$ cat src/rtl/fetch_sequencer_pkg.sv
// Shared CPU front-end constants: fetch addresses, legal IM window, fetch FSM states.
package cpu_defs;

   localparam int unsigned XLEN = 32;

   localparam logic [XLEN-1:0] RESET_PC = 32'h0000_3000;
   localparam logic [XLEN-1:0] EXC_VEC  = 32'h0000_4180;
   localparam logic [XLEN-1:0] IMEM_LO  = 32'h0000_3000;
   localparam logic [XLEN-1:0] IMEM_HI  = 32'h0000_6ffc;

   typedef enum logic [1:0] {
      ST_RUN  = 2'd0,
      ST_HOLD = 2'd1,
      ST_TRAP = 2'd2
   } fetch_state_e;

endpackage

$ cat src/rtl/fetch_sequencer_pc_range_check.sv
// Flags a word address that is misaligned or outside the legal IM window.
module pc_range_check
   import cpu_defs::*;
(
   input  logic [XLEN-1:0] addr_i,
   output logic            adel_next_o
);

   assign adel_next_o = (addr_i[1:0] != 2'b00) || (addr_i < IMEM_LO) || (addr_i > IMEM_HI);

endmodule

$ cat src/rtl/fetch_sequencer.sv
// Fetch PC owner: selects next PC by priority, inserts trap bubbles, flags AdEL.
module fetch_sequencer
   import cpu_defs::*;
(
   input  logic            clk,
   input  logic            reset,
   input  logic            stall,
   input  logic            br_taken,
   input  logic [XLEN-1:0] br_target,
   input  logic            jump,
   input  logic [XLEN-1:0] jump_target,
   input  logic            exc_req,
   input  logic            eret,
   input  logic [XLEN-1:0] epc,
   output logic [XLEN-1:0] pc,
   output logic            pc_valid,
   output logic            flush_f,
   output logic            adel,
   output logic [1:0]      state_o
);

   fetch_state_e    state_q, state_d;
   logic [XLEN-1:0] pc_q, pc_d;
   logic [XLEN-1:0] pc_plus4;
   logic            adel_q, adel_d;
   logic            pc_valid_q;

   assign pc_plus4 = pc_q + XLEN'(4);

   pc_range_check u_range (
      .addr_i      (pc_d),
      .adel_next_o (adel_d)
   );

   // Next-PC selection; HOLD shares RUN priority since stall outranks redirects.
   always_comb begin
      state_d = state_q;
      pc_d    = pc_q;
      case (state_q)
         ST_TRAP: begin
            if (exc_req) begin
               pc_d    = EXC_VEC;
               state_d = ST_TRAP;
            end else if (stall) begin
               state_d = ST_HOLD;
            end else begin
               pc_d    = pc_plus4;
               state_d = ST_RUN;
            end
         end
         default: begin
            if (exc_req) begin
               pc_d    = EXC_VEC;
               state_d = ST_TRAP;
            end else if (eret) begin
               pc_d    = epc;
               state_d = ST_TRAP;
            end else if (stall) begin
               state_d = ST_HOLD;
            end else if (br_taken) begin
               pc_d    = br_target;
               state_d = ST_RUN;
            end else if (jump) begin
               pc_d    = jump_target;
               state_d = ST_RUN;
            end else begin
               pc_d    = pc_plus4;
               state_d = ST_RUN;
            end
         end
      endcase
   end

   always_ff @(posedge clk) begin
      if (!reset) begin
         state_q    <= ST_RUN;
         pc_q       <= RESET_PC;
         adel_q     <= 1'b0;
         pc_valid_q <= 1'b1;
      end else begin
         state_q    <= state_d;
         pc_q       <= pc_d;
         adel_q     <= adel_d;
         pc_valid_q <= (state_d != ST_TRAP);
      end
   end

   // Flush is combinational so IF/ID is cleared in the same cycle the trap is requested.
   assign flush_f  = reset && ((state_q == ST_TRAP) || exc_req || eret);
   assign pc       = pc_q;
   assign pc_valid = pc_valid_q;
   assign adel     = adel_q;
   assign state_o  = state_q;

endmodule

$ cat config.mk
export PLATFORM = sky130hd
export DESIGN_NAME = fetch_sequencer
export DESIGN_NICKNAME = d
export VERILOG_FILES = /design/src/rtl/fetch_sequencer_pkg.sv /design/src/rtl/fetch_sequencer_pc_range_check.sv /design/src/rtl/fetch_sequencer.sv
export SDC_FILE = /design/constraint.sdc
export NUM_CORES = 1
export LEC_CHECK = 0
export BUFFER_PORTS_ARGS = -buffer_cell sky130_fd_sc_hd__buf_2
export CAP_MARGIN = 20
export CORE_UTILIZATION = 54
export DETAILED_ROUTE_END_ITERATION = 7
export GPL_TIMING_DRIVEN = 1
export PLACE_DENSITY = 0.87
export SLEW_MARGIN = 20
export SYNTH_ARGS = -nofsm -noshare
export SYNTH_HDL_FRONTEND = slang
export SYNTH_SLANG_ARGS = --single-unit
$ cat constraint.sdc
create_clock -name clk -period 5.1 [get_ports clk]
set_clock_uncertainty 0.1 [all_clocks]
set_input_delay 1.02 -clock clk [delete_from_list [all_inputs] [get_ports clk]]
set_output_delay 1.02 -clock clk [all_outputs]
set_load 0.02 [all_outputs]
==> results.cfg <==
[status]
outcome = finished, violations left
violations = DRC

[sta]
fin_crit_sh = 0.705
max_slew_margin_vs_limit = 0.369
setup_viol = 0
upper_clock_frequency_limit_mhz = 278
final_tns_setup_ns = 0
layout_min_cycle_time_ns = 3.60
unrepaired_setup_endpoints_after_global_routing = no
report.final.slew_viol_count = 0
hold_viol = 0
worst-slew-pin-transition_ns = 0.937

[clock_network]
htreeDepth = 2
skew_pair_late_insertion_delay_ns = 0.30
cts.sink_count = 36
cts_buffer_depth = 2
clkSlewWorstSetupHoldPaths_ns = 0.08
tritoncts.num_buffers = 5
cts_repair_resize_count = 0
tritoncts = built
cts_hold_repair.buffers = 0
cts_post_setup_buffers_inserted = 0
clock-root-buffer = sky130_fd_sc_hd__clkbuf_8

[global_routing]
wire_length_of_the_first_global_routing_pass_um = 21300
global_route.usage.total = 0.379
grt_start_max_net_pins = 62
antenna_found_initial = 0
first_global_vias = 4328
overflow = 0

[synth]
seq_area_frac_synth = 0.198
syn-num-nets = 632
yosys-top-cells-area = sky130_fd_sc_hd__dfxtp_1 20%, sky130_fd_sc_hd__nand2_1 6.3%, sky130_fd_sc_hd__o21ai_0 6.0%
ys_seq_elements = 36
share_of_flip_flops_with_an_asynchronous_set_or_reset_after_synthesis = 0
yosys_warnings = 0
netlist.top_cell.by_area = sky130_fd_sc_hd__dfxtp_1
postSynthAreaPerCell_um2 = 6.91
synth-main-ff-cell = sky130_fd_sc_hd__dfxtp_1
post_synth_most_frequent_cells = 61 x sky130_fd_sc_hd__nand2_1, 52 x sky130_fd_sc_hd__nor2_1, 44 x sky130_fd_sc_hd__o21ai_0
syn_area_mm2 = 0.00365
synth_largest_type_area_fraction = 0.198
count_leader_synth = sky130_fd_sc_hd__nand2_1
yosys.cell_types.count = 70
syn-instance-count = 528
synth_enable_flop_cells = 0

[drt]
routed_via_density = 6.71
via_count = 4769
route.final.wire_length_um = 13800
remaining_drc_errors = 18
number_of_iterations_in_the_first_detailed_routing_pass = 8
drt_first_iter_violations = 680
ant_nets = 0
wl_per_cell_um = 19.3

[worst_hold_path]
holdPathEnd = pc[0]
timing.hold.worst.class = reg2reg
hp-start = pc[0]
hold-path-cell-count = 4

[power_and_ir_drop]
leakagePower_nw = 1.79
power_density_mw_per_mm2 = 201
vdd.ir_drop.worst_mv = 0.132

[setup_path]
critPathSlowestCell = sky130_fd_sc_hd__buf_4
path_class = in2reg
crit_path_end_kind = register
crit_arrival_ns = 3.66
timing.rr.start = pc[2]
cp_data_required_time_ns = 5.16
reg2regPathDepth = 9
worst_path_dominant_cell_family = buffers and inverters
worstSetupStartpointType = primary input
rr_endpoint = adel
critPathMaxFanout = 61
timing.critical_path.mode_cell = sky130_fd_sc_hd__buf_4
r2r_setup_slack_ns = 1.57
timing.critical_path.slowest_cell_delay_ns = 0.50
worst-path-buf-inv = 4
cp_cell_sequence = buf_2 > buf_4 > inv_1 > buf_4 > nor2_1 > nor3_1 > a221o_1 > or4_1 > nor4_1 > a41oi_1

[cells_and_area]
nNetsFinal = 737
layout-drive-gt1-share = 0.265
postLayoutCoreUtil = 0.679
area_growth_syn_to_layout_pct = 19.6
antenna-diode-count = 0
fin_area_mm2 = 0.00436
fill_cells = 571

[die]
dieArea_mm2 = 0.00708
start_util = 0.568
design.portCount = 140
die-height_um = 84.2
chipWidth_um = 84.2
placement_rows = 29
area_inside_the_core_boundary_mm2 = 0.00642

[placement]
gp_congestion = 1.01
portBuffers = 139
dpl.hpwl_um = 9770
placement.cell_area_mm2 = 0.00425

[flow_run]
max_cap_violations = 0
==> layout make-up <==
type                       instances  area, um^2  share of cell area
clock inverter                     2        35.0             0.00803
sequential                        36         721               0.165
timing repair buffer             148         763               0.175
tap                               77        96.3              0.0221
clock buffer                       6        72.6              0.0166
multi-input combinational        427        2620               0.600
inverter                          15        56.3              0.0129
==> flip-flops by register name, summed over array words and instances, names as in the netlist <==
name      count
pc           32
state_o       2
adel          1
pc_valid      1
==> logic make-up (layout without fill, tap and decap cells) <==
| group | after synthesis | after routing | share of synthesized area |
|---|---|---|---|
| adder cells (fa/ha/maj) | 1 | 1 | 0.00343 |
| AND/OR/NAND/NOR | 215 | 215 | 0.293 |
| AO/OA/AOI/OAI | 171 | 171 | 0.317 |
| XOR/XNOR | 28 | 28 | 0.0673 |
| multiplexers | 12 | 12 | 0.0329 |
| flip-flops | 36 | 36 | 0.198 |
| buffers and inverters | 65 | 171 | 0.0882 |
==> placed cells by master, fill, tap and decap left out, drive strengths merged, types with 3 or more instances in the layout <==
cell type	n
a211oi	15
a21o	3
a21oi	31
a221o	3
a221oi	8
a22o	3
a22oi	11
and2	12
and4	3
buf	148
clkbuf	6
clkinv	3
dfxtp	36
inv	13
mux2i	12
nand2	61
nand2b	5
nand3	16
nand4	14
nor2	52
nor2b	3
nor3	17
nor4	12
o211ai	11
o21a	4
o21ai	45
o221ai	3
o22ai	6
o41ai	4
or3	8
or4	5
xnor2	18
xor2	10
==> report_power, final <==
part / total (mW) / switching, mW / internal [mW]
logic: 0.279 / 0.166 / 0.113
registers: 0.332 / 0.0342 / 0.298
clock network: 0.264 / 0.119 / 0.145
==> worst reg2reg max path: cells and delay by family, from the launching register on <==
kind / cells / cell delay, ns
and+or+nand+nor: 4 / 1.67
AOI/OAI and AO/OA: 4 / 0.79
DFF: 1 / 0.49
adders and majority gates: 1 / 0.34
==> layer usage <==
metal	vias to the layer above	routed length [um]	GRT usage
li1	2168	-	-
met4	0	579	0.193
met3	67	1650	0.0551
met2	405	6390	0.626
met1	2129	5130	0.481
met5	-	0	0
==> worst max-delay path by stage <==
stage / start / endpoint / slack (ns) / cells past startpoint
floorplan: stall / adel / 1.54 / 10
global placement: br_taken / adel / 1.27 / 9
detailed placement: br_taken / adel / 1.17 / 9
CTS: br_taken / adel / 1.49 / 9
global route: stall / adel / 1.28 / 10
finish: stall / adel / 1.50 / 10
==> per-stage QoR <==
stage               power [mW]  setup WS, ns  hold slack (ns)  cells
CTS                      0.865          1.49            0.540    711
finish                   0.876          1.50            0.546    711
global placement         0.603          1.27            0.525    703
floorplan                0.509          1.54            0.546    528
detailed placement       0.608          1.17            0.528    703
global route             0.907          1.28            0.581    711
Power figures use the tool's default switching activity.
